File: src/rtl/pe_inst_loader_pkg.sv
// +----------------------------------------------------------------------------+
// | Module  : pe_inst_pkg                                                      |
// | Desc    : Shared FSM encoding, lane geometry and terminator constant.      |
// | Rev     : 1.0 - initial release                                            |
// +----------------------------------------------------------------------------+
`default_nettype none

package pe_inst_pkg;

  localparam logic [1:0] c_ST_IDLE = 2'd0;
  localparam logic [1:0] c_ST_RECV = 2'd1;
  localparam logic [1:0] c_ST_EMIT = 2'd2;
  localparam logic [1:0] c_ST_DONE = 2'd3;

  // Replicated to instLen bits at the point of use to form the all-zero word.
  localparam bit c_TERM_BIT = 1'b0;

  function automatic int f_ratio(input int bus_len, input int inst_len);
    return bus_len / inst_len;
  endfunction

  function automatic int f_lane_w(input int ratio);
    return (ratio > 1) ? $clog2(ratio) : 1;
  endfunction

endpackage

`default_nettype wire

File: src/rtl/pe_inst_loader_if.sv
// +----------------------------------------------------------------------------+
// | Module  : pe_inst_bus_if                                                   |
// | Desc    : Memory-interface bus handshake carrying packed instruction words.|
// | Rev     : 1.0 - initial release                                            |
// +----------------------------------------------------------------------------+
`default_nettype none

interface pe_inst_bus_if #(
  parameter int busLen = 64
);

  logic              bus_valid;
  logic [busLen-1:0] bus_data;
  logic              bus_ready;

  modport master (output bus_valid, output bus_data, input  bus_ready);
  modport slave  (input  bus_valid, input  bus_data, output bus_ready);

endinterface

`default_nettype wire

File: src/rtl/pe_inst_loader_unpacker.sv
// +----------------------------------------------------------------------------+
// | Module  : pe_inst_unpacker                                                 |
// | Desc    : Bus-word shift register presenting one instruction lane at a time|
// | Rev     : 1.0 - initial release                                            |
// +----------------------------------------------------------------------------+
`default_nettype none

module pe_inst_unpacker
  import pe_inst_pkg::*;
#(
  parameter int busLen  = 64,
  parameter int instLen = 32
) (
  input  wire logic               clk,
  input  wire logic               reset,
  input  wire logic               i_load,
  input  wire logic               i_shift,
  input  wire logic [busLen-1:0]  i_data,
  output logic      [instLen-1:0] o_lane,
  output logic                    o_last_lane
);

  localparam int c_RATIO  = f_ratio(busLen, instLen);
  localparam int c_LANE_W = f_lane_w(c_RATIO);
  localparam logic [c_LANE_W-1:0] c_LAST_LANE = c_LANE_W'(c_RATIO - 1);

  logic [busLen-1:0]   r_shreg;
  logic [c_LANE_W-1:0] r_lane;

  always_ff @(posedge clk) begin
    if (reset) begin
      r_shreg <= '0;
      r_lane  <= '0;
    end else if (i_load) begin
      r_shreg <= i_data;
      r_lane  <= '0;
    end else if (i_shift) begin
      r_shreg <= r_shreg >> instLen;
      r_lane  <= r_lane + 1'b1;
    end
  end

  assign o_lane      = r_shreg[instLen-1:0];
  assign o_last_lane = (r_lane == c_LAST_LANE);

endmodule

`default_nettype wire

File: src/rtl/pe_inst_loader.sv
// +----------------------------------------------------------------------------+
// | Module  : pe_inst_loader                                                   |
// | Desc    : Unpacks bus words into the PE instruction buffer, terminator-    |
// |           ended. Optional INST_LOADER_CHECKSUM_EN adds an XOR checksum.    |
// | Rev     : 1.0 - initial release                                            |
// +----------------------------------------------------------------------------+
`default_nettype none

module pe_inst_loader
  import pe_inst_pkg::*;
#(
  parameter int instAddrLen = 6,
  parameter int instLen     = 32,
  parameter int busLen      = 64,
  parameter int peId        = 0
) (
  input  wire logic                   clk,
  input  wire logic                   reset,
  input  wire logic                   i_load_start,
  pe_inst_bus_if.slave                bus,
  output logic                        o_inst_wrt,
  output logic [instAddrLen-1:0]      o_inst_wrt_addr,
  output logic [instLen-1:0]          o_inst_wrt_data,
  output logic                        o_load_busy,
  output logic                        o_load_done,
  output logic                        o_load_error,
`ifdef INST_LOADER_CHECKSUM_EN
  output logic [instLen-1:0]          o_inst_checksum,
`endif
  output logic [instAddrLen:0]        o_inst_count
);

  localparam logic [instAddrLen-1:0] c_ADDR_MAX = '1;

  logic [1:0]             r_state;
  logic [instAddrLen-1:0] r_addr;
  logic                   r_wrt;
  logic [instAddrLen-1:0] r_wrt_addr;
  logic [instLen-1:0]     r_wrt_data;
  logic                   r_error;
  logic [instAddrLen:0]   r_count;

  logic [instLen-1:0]     w_lane;
  logic                   w_last_lane;
  logic                   w_accept;
  logic                   w_emit;
  logic                   w_is_term;
  logic                   w_overflow;
  logic [instLen-1:0]     w_wdata;

  assign w_accept   = bus.bus_valid && (r_state == c_ST_RECV);
  assign w_emit     = (r_state == c_ST_EMIT);
  assign w_is_term  = (w_lane == {instLen{c_TERM_BIT}});
  assign w_overflow = w_emit && !w_is_term && (r_addr == c_ADDR_MAX);
  // The last buffer slot must hold the terminator, so an overflowing lane is replaced by zero.
  assign w_wdata    = w_overflow ? {instLen{c_TERM_BIT}} : w_lane;

  pe_inst_unpacker #(
    .busLen  (busLen),
    .instLen (instLen)
  ) u_unpacker (
    .clk         (clk),
    .reset       (reset),
    .i_load      (w_accept),
    .i_shift     (w_emit),
    .i_data      (bus.bus_data),
    .o_lane      (w_lane),
    .o_last_lane (w_last_lane)
  );

  always_ff @(posedge clk) begin
    if (reset) begin
      r_state    <= c_ST_IDLE;
      r_addr     <= '0;
      r_wrt      <= 1'b0;
      r_wrt_addr <= '0;
      r_wrt_data <= '0;
      r_error    <= 1'b0;
      r_count    <= '0;
    end else begin
      r_wrt <= 1'b0;
      case (r_state)
        c_ST_IDLE, c_ST_DONE: begin
          if (i_load_start) begin
            r_state <= c_ST_RECV;
            r_addr  <= '0;
            r_count <= '0;
            r_error <= 1'b0;
          end
        end
        c_ST_RECV: begin
          if (bus.bus_valid) begin
            r_state <= c_ST_EMIT;
          end
        end
        c_ST_EMIT: begin
          r_wrt      <= 1'b1;
          r_wrt_addr <= r_addr;
          r_wrt_data <= w_wdata;
          r_count    <= r_count + 1'b1;
          if (w_is_term || w_overflow) begin
            r_state <= c_ST_DONE;
            r_error <= w_overflow;
          end else begin
            r_addr <= r_addr + 1'b1;
            if (w_last_lane) begin
              r_state <= c_ST_RECV;
            end
          end
        end
        default: r_state <= c_ST_IDLE;
      endcase
    end
  end

`ifdef INST_LOADER_CHECKSUM_EN
  logic [instLen-1:0] r_checksum;

  always_ff @(posedge clk) begin
    if (reset) begin
      r_checksum <= '0;
    end else if (i_load_start && (r_state == c_ST_IDLE || r_state == c_ST_DONE)) begin
      r_checksum <= instLen'(peId);
    end else if (w_emit) begin
      r_checksum <= r_checksum ^ w_wdata;
    end
  end

  assign o_inst_checksum = r_checksum;
`endif

  assign bus.bus_ready     = (r_state == c_ST_RECV);
  assign o_inst_wrt        = r_wrt;
  assign o_inst_wrt_addr   = r_wrt_addr;
  assign o_inst_wrt_data   = r_wrt_data;
  assign o_load_busy       = (r_state == c_ST_RECV) || (r_state == c_ST_EMIT);
  assign o_load_done       = (r_state == c_ST_DONE);
  assign o_load_error      = r_error;
  assign o_inst_count      = r_count;

endmodule

`default_nettype wire

File: src/flat_wrapper.sv
// flat-port wrapper written by rule: the top's interface ports become plain ports
module pe_inst_loader_flat import pe_inst_pkg::*;
#(
  parameter int instAddrLen = 6,
  parameter int instLen     = 32,
  parameter int busLen      = 64,
  parameter int peId        = 0
)
  (clk, reset, i_load_start, o_inst_wrt, o_inst_wrt_addr, o_inst_wrt_data, o_load_busy, o_load_done, o_load_error, o_inst_count, bus_bus_valid, bus_bus_data, bus_bus_ready);
  pe_inst_bus_if #(.busLen(busLen)) bus_i ();
  input  wire logic clk;
  input  wire logic reset;
  input  wire logic i_load_start;
  output logic o_inst_wrt;
  output logic [instAddrLen-1:0] o_inst_wrt_addr;
  output logic [instLen-1:0] o_inst_wrt_data;
  output logic o_load_busy;
  output logic o_load_done;
  output logic o_load_error;
  output logic [instAddrLen:0] o_inst_count;
  input wire logic [$bits(bus_i.bus_valid)-1:0] bus_bus_valid;
  input wire logic [$bits(bus_i.bus_data)-1:0] bus_bus_data;
  output wire logic [$bits(bus_i.bus_ready)-1:0] bus_bus_ready;
  assign bus_i.bus_valid = bus_bus_valid;
  assign bus_i.bus_data = bus_bus_data;
  assign bus_bus_ready = bus_i.bus_ready;
  pe_inst_loader #(.instAddrLen(instAddrLen), .instLen(instLen), .busLen(busLen), .peId(peId)) u_core (.clk(clk), .reset(reset), .i_load_start(i_load_start), .bus(bus_i), .o_inst_wrt(o_inst_wrt), .o_inst_wrt_addr(o_inst_wrt_addr), .o_inst_wrt_data(o_inst_wrt_data), .o_load_busy(o_load_busy), .o_load_done(o_load_done), .o_load_error(o_load_error), .o_inst_count(o_inst_count));
endmodule
File: config.mk
export PLATFORM = sky130hd
export DESIGN_NAME = pe_inst_loader_flat
export DESIGN_NICKNAME = d
export VERILOG_FILES = /design/src/rtl/pe_inst_loader_pkg.sv /design/src/rtl/pe_inst_loader_if.sv /design/src/rtl/pe_inst_loader_unpacker.sv /design/src/rtl/pe_inst_loader.sv /design/src/flat_wrapper.sv
export SDC_FILE = /design/constraint.sdc
export NUM_CORES = 1
export LEC_CHECK = 0
export ABC_AREA = 1
export BUFFER_PORTS_ARGS = -buffer_cell sky130_fd_sc_hd__buf_2
export CAP_MARGIN = 20
export CORE_UTILIZATION = 40
export DETAILED_ROUTE_END_ITERATION = 6
export GPL_TIMING_DRIVEN = 0
export HOLD_SLACK_MARGIN = 0.03
export PLACE_DENSITY = 0.62
export SLEW_MARGIN = 10
export SYNTH_ARGS = -nofsm -noshare
export SYNTH_HDL_FRONTEND = slang
export SYNTH_HIERARCHICAL = 1
export SYNTH_SLANG_ARGS = --single-unit
File: constraint.sdc
create_clock -name clk -period 4.8 [get_ports clk]
set_clock_uncertainty 0.2 [all_clocks]
set_input_delay 0.48 -clock clk [delete_from_list [all_inputs] [get_ports clk]]
set_output_delay 0.48 -clock clk [all_outputs]
set_load 0.1 [all_outputs]
== Word-level counts from Yosys, hierarchy flattened ==
Index checks and enable logic that the tools add are counted.

* Register bits: 120
* Bits of input ports: 68
* Output and inout bits: 50
* Logic and storage cells: 54

* $add $sub $neg: 3
* Equality and inequality tests: 9
* Multiplexer cells: 17
* Reductions and logical operators: 16

{| class="wikitable"
|+ Operator list
! kind !! number
|-
| 64-bit 2-to-1 mux || 2
|-
| 32-bit logical NOT || 1
|-
| 32-bit 2-to-1 mux || 1
|-
| 7-bit one-hot mux with 2 select lines || 1
|-
| 6-bit 2-to-1 mux || 2
|-
| 6-bit one-hot mux with 2 select lines || 1
|-
| 3-bit AND reduction || 3
|-
| 2-bit 2-to-1 mux || 4
|-
| 2-bit != test (second input constant) || 4
|-
| 7-bit by 1-bit adder with 7-bit output (second input constant) || 1
|-
| 7-bit 2-to-1 mux || 1
|-
| 6-bit by 1-bit adder with 6-bit output (second input constant) || 1
|-
| 6-bit equality test (second input constant) || 1
|-
| 2-bit one-hot mux with 3 select lines || 1
|-
| 2-bit equality test (second input constant) || 2
|-
| 2-bit nonzero test || 2
|-
| 2-bit OR reduction || 2
|-
| 1-bit logical AND || 3
|-
| 1-bit 2-to-1 mux || 3
|-
| 3-bit != test (second input constant) || 1
|-
| 2-bit by 1-bit equality test with 1-bit output (second input constant) || 1
|-
| 2-bit logical NOT || 1
|-
| 1-bit logical OR || 2
|-
| 1-bit one-hot mux with 2 select lines || 1
|-
| other kinds (3) || 3
|}

== Logic depth before layout (Yosys ltp) ==
Gate-level depths: netlist of run 1.

* Word-level depth: 7
* Gate-level depth with buffers: 13
* Depth with buffers taken out: 12

== Hierarchy ==
Netlist of run 1, hierarchy kept.

{| class="wikitable"
|+ Modules (own cells, without submodules)
! module !! times used !! cells each !! area each (um^2) !! seq. area each (um^2)
|-
| pe_inst_unpacker || 1 || 417 || 2911.5 || 1301.2
|-
| pe_inst_loader || 1 || 332 || 2643.8 || 1101.1
|}

== Worst setup path before layout of run 1 ==
Ideal clock, no wire load.

* Kind: reg-to-reg
* Start: register u_core.r_state[0]
* End: register u_core.u_unpacker.r_shreg[12]
* Library setup time: 0.110 ns
* Data arrival time: 1.969 ns
* Data required time: 4.490 ns
* Path slack: 2.521 ns
* Stages on the path, launching flop included: 10
* Buffers on the path: 1
* Period minus slack after synthesis: 2.279 ns
* Cells stage by stage: dfxtp_1 ha_1 nand2_1 inv_1 inv_2 clkbuf_1 nand3_1 nand3_1 nand2_1 inv_1

* Word-level cells in the longest chain between the ends: 3
* Elaborated cells between the ends (all ways): 5
* Classes of those cells: eq/ne: 2; mux: 1; reduce/logical: 2

{| class="wikitable"
|+ RTL lines
! element !! line !! text
|-
| start: declaration || pe_inst_loader.sv:35 || <nowiki>logic [1:0] r_state;</nowiki>
|-
| start signal: assignment || pe_inst_loader.sv:73 || <nowiki>r_state <= c_ST_IDLE;</nowiki>
|-
| start signal: assignment || pe_inst_loader.sv:85 || <nowiki>r_state <= c_ST_RECV;</nowiki>
|-
| start signal: assignment || pe_inst_loader.sv:93 || <nowiki>r_state <= c_ST_EMIT;</nowiki>
|-
| 2-bit by 1-bit equality test with 1-bit output * || - ||
|-
| via bus_bus_ready || flat_wrapper.sv:23 || <nowiki>output wire logic [$bits(bus_i.bus_ready)-1:0] bus_bus_ready;</nowiki>
|-
| 1-bit logical AND * || pe_inst_loader.sv:51 || <nowiki>assign w_accept = bus.bus_valid && (r_state == c_ST_RECV);</nowiki>
|-
| via u_core.w_accept || pe_inst_loader.sv:45 || <nowiki>logic w_accept;</nowiki>
|-
| 64-bit 2-to-1 mux or 2-bit nonzero test (tied branches) || - ||
|-
| end signal: assignment || pe_inst_loader_unpacker.sv:35 || <nowiki>r_shreg <= i_data;</nowiki>
|-
| end signal: assignment || pe_inst_loader_unpacker.sv:38 || <nowiki>r_shreg <= r_shreg >> instLen;</nowiki>
|-
| end: declaration || pe_inst_loader_unpacker.sv:27 || <nowiki>logic [busLen-1:0] r_shreg;</nowiki>
|}

Mark *: on every way through the listed nets, which the timed path passes. The rest lies on a longest branch.
A chain may end at the register's enable or synchronous reset.

== Worst setup path in the final report of run 1 ==
* Start: register u_core.r_state[0]
* End: output port o_load_busy

* Word-level cells in the longest chain between the ends: 2
* Elaborated cells between the ends (all ways): 3
* Classes of those cells: eq/ne: 2; reduce/logical: 1

{| class="wikitable"
|+ RTL lines
! element !! line !! text
|-
| 2-bit by 1-bit equality test with 1-bit output or 2-bit equality test (tied branches) || pe_inst_loader.sv:136 || <nowiki>assign o_load_busy = (r_state == c_ST_RECV) || (r_state == c_ST_EMIT);</nowiki>
|-
| 1-bit logical OR * || pe_inst_loader.sv:136 ||
|-
| end: declaration || flat_wrapper.sv:17 || <nowiki>output logic o_load_busy;</nowiki>
|}

Every way passes the cells marked *; elsewhere a longest branch is shown, timed or not.

==> flow_metrics.py, run 1 <==
metrics = {
    "run_status": {
        "outcome": "finished clean",
    },
    "clock_network": {
        "clk_pin_slew_worst_paths_ns": 0.05,
        "numClockSinks": 120,
        "root_buffer": "clkbuf_16",
        "cts_tree": "done",
        "clock_latency_ns": 0.41,
        "htree_levels": 4,
        "post-cts-setup-buffers": 0,
        "cts_buffers": 17,
        "cts_resized": 0,
        "clk_path_buf_depth": 2,
        "hold_buffers": 0,
    },
    "floorplan": {
        "io_pins": 118,
        "die_w_um": 120,
        "die_height_um": 120,
        "dieArea_um2": 14400,
        "initial_utilization_pct": 41.5,
        "std_cell_rows": 42,
        "fp.coreArea_um2": 13400,
    },
    "synth": {
        "syn_area_per_cell_um2": 7.42,
        "synth_top_area_share_pct": 43.2,
        "ys_seq_area_share_pct": 43.2,
        "syn-cell-area_um2": 5560,
        "synth-warning-count": 6,
        "synth_cells": 749,
        "synthTopCellsByArea": "dfxtp_1 (43%), nand2_1 (14%), nand3_1 (6.2%)",
        "yosysTopAreaCell": "dfxtp_1",
        "ys_ff_latch": 120,
        "syn-num-nets": 823,
        "ys_types": 31,
    },
    "power": {
        "swShare_pct": 44.9,
        "p_leak_nw": 3.31,
        "comb_power_share_pct": 43.0,
        "seq_power_share_pct": 28.3,
        "clkPwrFrac_pct": 28.7,
        "cellInternalPower_mw": 2.56,
        "power_switching_mw": 2.09,
        "power_density_nw_per_um2": 666,
        "ir_worst_vdd_v": 0.000286,
    },
    "place": {
        "placed_cells": 1041,
        "hpwl_um": 9750,
        "gp_congestion": 0.813,
        "numPortBuffers": 116,
    },
    "timing": {
        "rsz0062_at_grt": "no",
        "worst_pin_slew_ns": 0.766,
        "period_minus_slack_ns": 2.38,
        "hold_viol_final": 0,
        "finalSetupViolCount": 0,
        "fmax_ghz": 0.421,
        "relSlewSlack_pct": 48.9,
        "post-route-period-util_pct": 49.5,
        "final-max-slew-violation-count": 0,
        "fin_tns_setup_ns": 0,
    },
    "worst_setup_path": {
        "cp.required_ns": 4.12,
        "endpoint_kind": "output pin",
        "start_kind": "register",
        "critical_path_class": "reg -> out",
        "crit_slowest_cell": "buf_2",
        "cp_max_fo": 5,
        "crit_chain": "inv_1 -> ha_1 -> inv_2 -> buf_2",
        "crit_arrival_ns": 1.70,
        "cpPeakStageDelay_ns": 0.43,
    },
    "grt": {
        "grt_max_degree": 17,
        "grt_pass1_wl_um": 22200,
        "first_global_vias": 4671,
        "grt.total_usage_pct": 19.7,
        "gr-total-overflow": 0,
        "antenna_found_initial": 0,
    },
    "flow_run": {
        "cap_violations": 0,
    },
    "final_layout": {
        "n_antenna_cell": 0,
        "drive_gt1_share_pct": 30.8,
        "final_util_pct": 52.1,
        "syn_to_final_growth_pct": 25.7,
        "finalNonFillerCells": 1073,
        "final_common_cell": "nand2_1",
        "nets": 958,
        "layout_common_cells": "nand2_1 (207), buf_2 (129), dfxtp_1 (120), nand3_1 (69), inv_1 (48)",
    },
    "routing": {
        "ant_nets": 0,
        "vias_per_cell": 4.42,
        "first_pass_iters": 4,
        "wl_per_cell_um": 12.2,
        "drt_iter0_markers": 348,
        "drcViolationCount": 0,
        "vias": 4741,
        "wirelength_um": 13100,
    },
    "hold_path": {
        "min_path_type": "in -> reg",
    },
}
## routing by layer
metal | vias up | track usage, % | share of wire [%]
met5 | - | 0 | 0
met4 | 0 | 6.48 | 1.4
met3 | 15 | 5.13 | 4.1
met2 | 96 | 31.0 | 44
met1 | 2015 | 26.1 | 51
li1 | 2615 | - | -
## cells in the mapped netlist
cell type and instances:
a21oi_2 30, inv_2 4, nor2_1 44, nand2_2 30
buf_4 39, nand2_1 207, nor3_1 5, inv_4 1
dfxtp_1 120, nand2_4 1, xor2_1 3, buf_2 13
nand4_1 1, inv_1 48, nor3b_1 1, and3_1 1
nand3_1 69, ha_1 6, nor2_2 3, a21oi_1 47
nor3_2 1, o21ai_1 1, o21ai_2 1, nand3_2 1
inv_6 1, nor2_4 4, clkbuf_1 20, buf_1 2
xnor2_1 1, o21ai_0 41, buf_12 3
## flip-flops by register name, summed over array words and instances (netlist names)
name	count
u_core/o_inst_count	7
u_core/o_inst_wrt_addr	6
u_core/u_unpacker/o_last_lane	1
u_core/r_state	2
u_core/r_addr	6
u_core/u_unpacker/r_shreg	64
u_core/o_load_error	1
u_core/o_inst_wrt_data	32
u_core/o_inst_wrt	1
## area by class of cell
type / count / area, µm²
Clock inverter: 8 / 143
Tap cell: 176 / 220
Sequential cell: 120 / 2400
Timing Repair Buffer: 116 / 581
Buffer: 77 / 500
Inverter: 54 / 210
Fill cell: 1346 / 6420
Multi-Input combinational cell: 498 / 2440
Clock buffer: 24 / 482
## power by group through the flow
stage | clock network, mW | logic (mW) | registers, mW
2_1_floorplan | 0 | 0.896 | 2.08
3_3_place_gp | 0 | 2.00 | 1.33
3_5_place_dp | 0 | 2.00 | 1.33
4_1_cts | 1.36 | 2.01 | 1.32
5_1_grt | 1.40 | 2.16 | 1.34
6_report | 1.33 | 2.00 | 1.31
## critical path, delay by kind of cell (launching register included)
family,cells,cell delay (ns)
adders and majority gates,1,0.30
buffers and inverters,3,0.59
DFF,1,0.41
## final timing paths
kind / cells after the start / startpoint / slack, ns / endpoint
worst max-delay path: 4 / u_core/r_state[0]$_SDFFE_PP0P_ / 2.42 / o_load_busy
worst min-delay path: 3 / bus_bus_data[43] / 0.12 / u_core/u_unpacker/r_shreg[43]$_SDFFE_PP0P_
worst max register to register: 8 / u_core/r_state[0]$_SDFFE_PP0P_ / 2.71 / u_core/o_inst_count[3]$_SDFFE_PP0P_
worst min register to register: 2 / u_core/u_unpacker/r_shreg[37]$_SDFFE_PP0P_ / 0.26 / u_core/u_unpacker/r_shreg[37]$_SDFFE_PP0P_
## through the flow
step	worst slack, ns	area, µm²	total power [mW]	hold slack (ns)
4_1_cts	2.41	6980	4.68	0.106
2_1_floorplan	2.52	5560	2.98	0.240
3_5_place_dp	2.72	6360	3.34	0.255
6_report	2.42	6980	4.65	0.121
3_3_place_gp	2.72	6360	3.33	0.250
5_1_grt	2.35	6980	4.89	0.117
## logic make-up after synthesis
family	Yosys count	share of synthesized area, %
fa+ha+maj	6	1.35
compound gates	120	12.9
simple gates	368	29.1
flops	120	43.2
buf+inv	131	12.8
xor+xnor	4	0.631
No activity file was read; power rests on OpenSTA's default activity.
==> run 2: changes to the inputs <==
PLACE_DENSITY = 0.64   (was 0.62)
clock period = 2.15 ns   (was 4.8 ns; I/O delays follow)
==> run 2 against run 1 <==
Final area rose by 8.7%. Combinational power increased by 130%. Worst hold slack better by 0.014 ns. Critical path type is now reg -> reg. Highest routed layer unchanged.
==> flow_metrics.py, run 2 (same netlist as run 1, synthesis figures left out) <==
metrics = {
    "run_status": {
        "outcome": "finished clean",
    },
    "final_layout": {
        "n_antenna_cell": 0,
        "multi_input_area_um2": 2440,
        "drive_gt1_share_pct": 28.7,
        "final_cell_area_um2": 7590,
        "syn_to_final_growth_pct": 36.6,
        "seq_area_um2": 2410,
        "layout_common_cells": "nand2_1 (207), buf_2 (128), dfxtp_1 (117), nand3_1 (69), dlygate4sd3_1 (66)",
        "nets": 1024,
        "regMostFlops": "u_core/u_unpacker/r_shreg",
        "final_common_cell": "nand2_1",
        "fillers": 1324,
        "largest_reg_flops": 64,
    },
    "floorplan": {
        "std_cell_rows": 42,
        "initial_utilization_pct": 41.5,
        "dieArea_um2": 14400,
        "fp.coreArea_um2": 13400,
        "die_height_um": 120,
        "io_pins": 118,
        "die_w_um": 120,
    },
    "power": {
        "ir_worst_vdd_v": 0.000582,
        "p_leak_nw": 3.55,
        "power_density_nw_per_um2": 1350,
    },
    "worst_setup_path": {
        "cpPeakStageDelay_ns": 0.38,
        "endpoint_kind": "register",
        "cp_top_family": "simple AND/OR/NAND/NOR gates",
        "crit_chain": "ha_1 -> buf_4 -> nand2_1 -> nor2_4 -> inv_2 -> nor2_4 -> inv_6 -> buf_12 -> nand2_1 -> a21oi_2",
        "cp.required_ns": 2.22,
        "crit_slowest_cell": "dfxtp_1",
        "crit_arrival_ns": 2.08,
        "cp_max_fo": 10,
        "start_kind": "register",
        "critical_path_class": "reg -> reg",
        "crit_buf_inv": 4,
    },
    "routing": {
        "wl_per_cell_um": 12.2,
        "drt_iter0_markers": 311,
        "drcViolationCount": 0,
        "wirelength_um": 13900,
        "vias_per_cell": 4.52,
        "vias": 5141,
        "ant_nets": 0,
        "first_pass_iters": 5,
    },
    "timing": {
        "relSlewSlack_pct": 52.1,
        "rsz0062_at_grt": "no",
        "hold_ws_ns": 0.135,
        "period_minus_slack_ns": 2.01,
        "finalSetupViolCount": 0,
        "worst_pin_slew_ns": 0.719,
        "final-max-slew-violation-count": 0,
        "post-route-period-util_pct": 93.3,
        "fin_tns_setup_ns": 0,
        "hold_viol_final": 0,
        "fmax_ghz": 0.499,
    },
    "clock_network": {
        "clk_path_buf_depth": 2,
        "numClockSinks": 120,
        "cts_buffers": 17,
        "root_buffer": "clkbuf_16",
        "clk_pin_slew_worst_paths_ns": 0.05,
        "htree_levels": 4,
        "cts_tree": "done",
        "clock_latency_ns": 0.41,
        "post-cts-setup-buffers": 0,
    },
    "place": {
        "numPortBuffers": 116,
        "hpwl_um": 9770,
        "placed_area_um2": 6360,
        "gp_congestion": 0.828,
    },
    "grt": {
        "grt.total_usage_pct": 20.2,
        "grt_max_degree": 17,
        "first_global_vias": 4874,
        "grt_pass1_wl_um": 22800,
        "gr-total-overflow": 0,
        "antenna_found_initial": 0,
    },
    "flow_run": {
        "cap_violations": 0,
    },
    "hold_path": {
        "min_path_type": "in -> reg",
    },
}
run 2: report_power, final:
| part | switching [mW] | total, mW | internal, mW |
|---|---|---|---|
| clock network | 0.912 | 2.69 | 1.78 |
| logic | 3.47 | 4.58 | 1.10 |
| registers | 0.265 | 2.96 | 2.69 |
run 2: routing by layer:
layer | share of wire [%] | GRT usage [%] | wire, µm
met5 | 0 | 0 | 0
met4 | 2.7 | 9.92 | 374
met3 | 4.1 | 4.13 | 574
met2 | 46 | 32.0 | 6320
met1 | 48 | 26.2 | 6600
run 2: final timing paths:
path / from / end / slack, ns / cells after the start
worst max-delay path: u_core/r_state[1]$_SDFFE_PP0P_ / u_core/o_inst_wrt_data[19]$_SDFFE_PP0P_ / 0.14 / 10
worst min-delay path: bus_bus_valid / u_core/r_state[1]$_SDFFE_PP0P_ / 0.14 / 7
worst max register to register: u_core/r_state[1]$_SDFFE_PP0P_ / u_core/o_inst_wrt_data[19]$_SDFFE_PP0P_ / 0.14 / 10
worst min register to register: u_core/o_inst_count[0]$_SDFFE_PP0P_ / u_core/o_inst_count[0]$_SDFFE_PP0P_ / 0.26 / 1
run 2: cell type report:
class | instances | share of cell area [%]
Timing Repair Buffer | 182 | 16.4
Clock buffer | 27 | 6.50
Inverter | 54 | 2.80
Buffer | 77 | 6.61
Sequential cell | 120 | 31.7
Multi-Input combinational cell | 498 | 32.2
Clock inverter | 3 | 0.858
Tap cell | 176 | 2.90
run 2: repair_timing:
item / in CTS / in global routing
endpoints found under the hold margin: 75 / 0
setup endpoints to repair: 0 / 15
hold buffers: 66 / 0
gates resized for setup: 0 / 5
run 2: worst register-to-register path, stage by stage, from the launching register on:
cell and delay [ns]:
dfxtp_1 0.38, ha_1 0.27, buf_4 0.21, nand2_1 0.12, nor2_4 0.14, inv_2 0.06, nor2_4 0.15, inv_6 0.07
buf_12 0.15, nand2_1 0.08, a21oi_2 0.05
run 2: through the flow:
step                      worst slack, ns  power (mW)  instances  utilization (%)
after global routing              0.00422        10.7       1137             56.6
final                               0.144        10.2       1137             56.6
after CTS                         0.00861        10.3       1137             56.6
after global placement             0.0842        7.43       1041             47.5
after floorplan                    0.0191        6.66        749                -
after detailed placement           0.0336        7.47       1041             47.5
==> run 3: changes to the inputs <==
ABC_AREA = unset   (was 1)
SLEW_MARGIN = 20   (was 10)
==> run 3 against run 2 <==
Final cell count down 19%. Final area is 3.2% lower. Critical path depth down 2. Sequential cell count stayed put. Synthesized area down 5.1%. Sequential power shrank 17%. Clock power fell by 4%. Via count fell by 11%. Synthesized cell count down 28%. Critical path type unchanged. Largest power group is now the clock network.
==> flow_metrics.py, run 3 <==
metrics = {
    "run_status": {
        "outcome": "finished clean",
    },
    "clock_network": {
        "htree_levels": 4,
        "clk_pin_slew_worst_paths_ns": 0.05,
        "cts_tree": "done",
        "root_buffer": "clkbuf_16",
        "cts_buffers": 17,
        "clk_path_buf_depth": 2,
        "numClockSinks": 120,
        "clock_latency_ns": 0.41,
    },
    "worst_setup_path": {
        "worstRegToRegCells": 8,
        "crit_slowest_cell": "nor4_1",
        "cp_common_cell": "buf_4",
        "cpPeakStageDelay_ns": 0.34,
        "cp_top_family": "simple AND/OR/NAND/NOR gates",
        "cp.required_ns": 2.31,
        "crit_buf_inv": 3,
        "cp.depth": 8,
        "crit_chain": "buf_4 -> nor4_1 -> nand4_1 -> buf_4 -> nor2_2 -> o21a_2 -> buf_6 -> a22o_2",
        "start_kind": "register",
        "cp_max_fo": 10,
        "endpoint_kind": "register",
        "crit_arrival_ns": 2.26,
        "critical_path_class": "reg -> reg",
    },
    "floorplan": {
        "die_w_um": 117,
        "die_height_um": 117,
        "dieArea_um2": 13600,
        "std_cell_rows": 41,
        "io_pins": 118,
        "initial_utilization_pct": 41.4,
        "fp.coreArea_um2": 12700,
    },
    "final_layout": {
        "final_util_pct": 57.7,
        "largest_reg_flops": 64,
        "regMostFlops": "u_core/u_unpacker/r_shreg",
        "final_common_cell": "buf_2",
        "layout_common_cells": "buf_2 (121), dfxtp_1 (116), dlygate4sd3_1 (65), nand2_1 (41), mux2i_1 (40)",
        "final_cell_area_um2": 7350,
        "syn_to_final_growth_pct": 39.3,
        "drive_gt1_share_pct": 29.8,
        "n_antenna_cell": 0,
        "nets": 816,
    },
    "power": {
        "clkPwrFrac_pct": 41.5,
        "power_switching_mw": 1.63,
        "p_leak_nw": 3.00,
        "comb_power_share_pct": 18.7,
        "cellInternalPower_mw": 4.58,
        "swShare_pct": 26.2,
        "power_density_nw_per_um2": 845,
        "ir_worst_vdd_v": 0.000474,
        "seq_power_share_pct": 39.7,
    },
    "routing": {
        "drt_iter0_markers": 238,
        "vias": 4584,
        "vias_per_cell": 4.96,
        "wirelength_um": 14000,
        "first_pass_iters": 4,
        "drcViolationCount": 0,
        "ant_nets": 0,
        "wl_per_cell_um": 15.1,
    },
    "synth": {
        "synth_top_area_share_pct": 45.6,
        "synthAdderAreaFrac_pct": 1.42,
        "muxShareOfSynthArea_pct": 7.88,
        "synth-compound-area-share_pct": 16.7,
        "synth_cells": 536,
        "ys_types": 47,
        "ys_async_sr_fraction_pct": 0,
        "syn-num-nets": 610,
        "synth_edf_count": 0,
        "synthTopCellsByCount": "dfxtp_1 (120), nand2_1 (41), mux2i_1 (40)",
        "synthTopCellsByArea": "dfxtp_1 (46%), mux2i_1 (7.6%), or3b_1 (5.3%)",
        "synth-warning-count": 6,
        "synthXorXnorAreaFrac_pct": 0.831,
        "synth_top_family_by_area": "simple AND/OR/NAND/NOR gates",
        "syn_area_per_cell_um2": 9.84,
        "yosys.cell_count.top_type": "dfxtp_1",
        "ys_seq_area_share_pct": 45.6,
        "synth_flop_cell": "dfxtp_1",
        "ys_ff_latch": 120,
        "synth-simple-area-share_pct": 18.1,
        "syn-cell-area_um2": 5270,
        "yosysTopAreaCell": "dfxtp_1",
    },
    "timing": {
        "finalSetupViolCount": 0,
        "period_minus_slack_ns": 2.10,
        "final-max-slew-violation-count": 0,
        "fmax_ghz": 0.475,
        "hold_viol_final": 0,
        "relSlewSlack_pct": 66.0,
        "rsz0062_at_grt": "no",
        "hold_ws_ns": 0.0612,
        "worst_pin_slew_ns": 0.510,
        "post-route-period-util_pct": 97.9,
    },
    "grt": {
        "grt.total_usage_pct": 21.9,
        "antenna_found_initial": 0,
        "first_global_vias": 4612,
        "gr-total-overflow": 0,
        "grt_max_degree": 17,
        "grt_pass1_wl_um": 22400,
    },
    "hold_path": {
        "hold_depth": 3,
        "min_path_type": "in -> reg",
    },
    "place": {
        "numPortBuffers": 116,
        "hpwl_um": 9900,
        "gp_congestion": 0.938,
        "placed_area_um2": 6070,
    },
    "flow_run": {
        "cap_violations": 0,
    },
}
run 3: cell types whose count changed after synthesis, moves of 10 or more:
cell / delta
nand2_1: -166
nand3_1: -62
mux2i_1: +40
inv_1: -39
o21ai_0: -36
a211oi_1: +33
nor2b_1: +33
or3b_1: +32
a21oi_2: -30
a22o_1: +30
nand2_2: -30
nor2_1: -23
buf_6: +10
run 3: path summary, 6_finish.rpt:
kind                                                  start                                       to  slack, ns
hold reg to reg      u_core/o_inst_wrt_data[8]$_SDFFE_PP0P_   u_core/o_inst_wrt_data[8]$_SDFFE_PP0P_       0.27
setup reg to reg  u_core/u_unpacker/r_shreg[0]$_SDFFE_PP0P_  u_core/o_inst_wrt_data[25]$_SDFFE_PP0P_       0.05
setup / recovery  u_core/u_unpacker/r_shreg[0]$_SDFFE_PP0P_  u_core/o_inst_wrt_data[25]$_SDFFE_PP0P_       0.05
hold / removal                                bus_bus_valid           u_core/r_state[0]$_SDFFE_PP0P_       0.06
run 3: power groups by stage:
stage | combinational [mW] | sequential, mW | clock, mW
2_1_floorplan | 0.763 | 2.48 | 0
3_3_place_gp | 0.984 | 2.51 | 0
3_5_place_dp | 1.00 | 2.51 | 0
4_1_cts | 1.14 | 2.47 | 2.62
5_1_grt | 1.27 | 2.48 | 2.74
6_report | 1.16 | 2.47 | 2.58
run 3: through the flow:
stage	cells	setup slack (ns)	power [mW]	setup TNS, ns
after CTS	923	0.00912	6.22	0
after detailed placement	824	-0.159	3.51	-1.58
after floorplan	536	0.00699	3.25	0
after global placement	824	-0.121	3.49	-1.38
after global routing	924	0.00387	6.49	0
final	924	0.0454	6.21	0
run 3: kinds of logic (layout without fill, tap and decap cells):
kind of cell,count (synthesis),in the layout
DFF,120,120
adders and majority gates,6,6
muxes,41,41
xor gates and xnor gates,5,5
AOI/OAI and AO/OA,123,123
and+or+nand+nor,161,161
buffers and inverters,80,296
run 3: routing by layer:
metal,global-route usage [%],vias to the layer above,part of all wire [%]
li1,-,2293,-
met1,27.5,2120,46
met2,34.8,138,46
met3,4.94,33,4.5
met4,12.0,0,2.8
met5,0,-,0
run 3: cell type report:
| cell class | count | area (µm²) |
|---|---|---|
| clock buffers | 25 | 485 |
| well taps | 172 | 215 |
| plain buffers | 71 | 477 |
| inverters | 9 | 33.8 |
| flip-flops and latches | 120 | 2410 |
| fillers | 1170 | 5380 |
| clock inverters | 4 | 45.0 |
| repair buffers | 187 | 1280 |
| multi-input cells | 336 | 2400 |
run 3: tightest hold or removal path, cell delays in order:
cell      delay, ns
buf_2          0.11
o221ai_2       0.12
mux2_4         0.20
run 3: timing repair:
action	in CTS	in global routing
pin swaps	2	2
resized for setup	4	13
buffers inserted	5	1
endpoints found under the setup margin	43	50
hold endpoints to repair	66	0
hold buffers	65	0
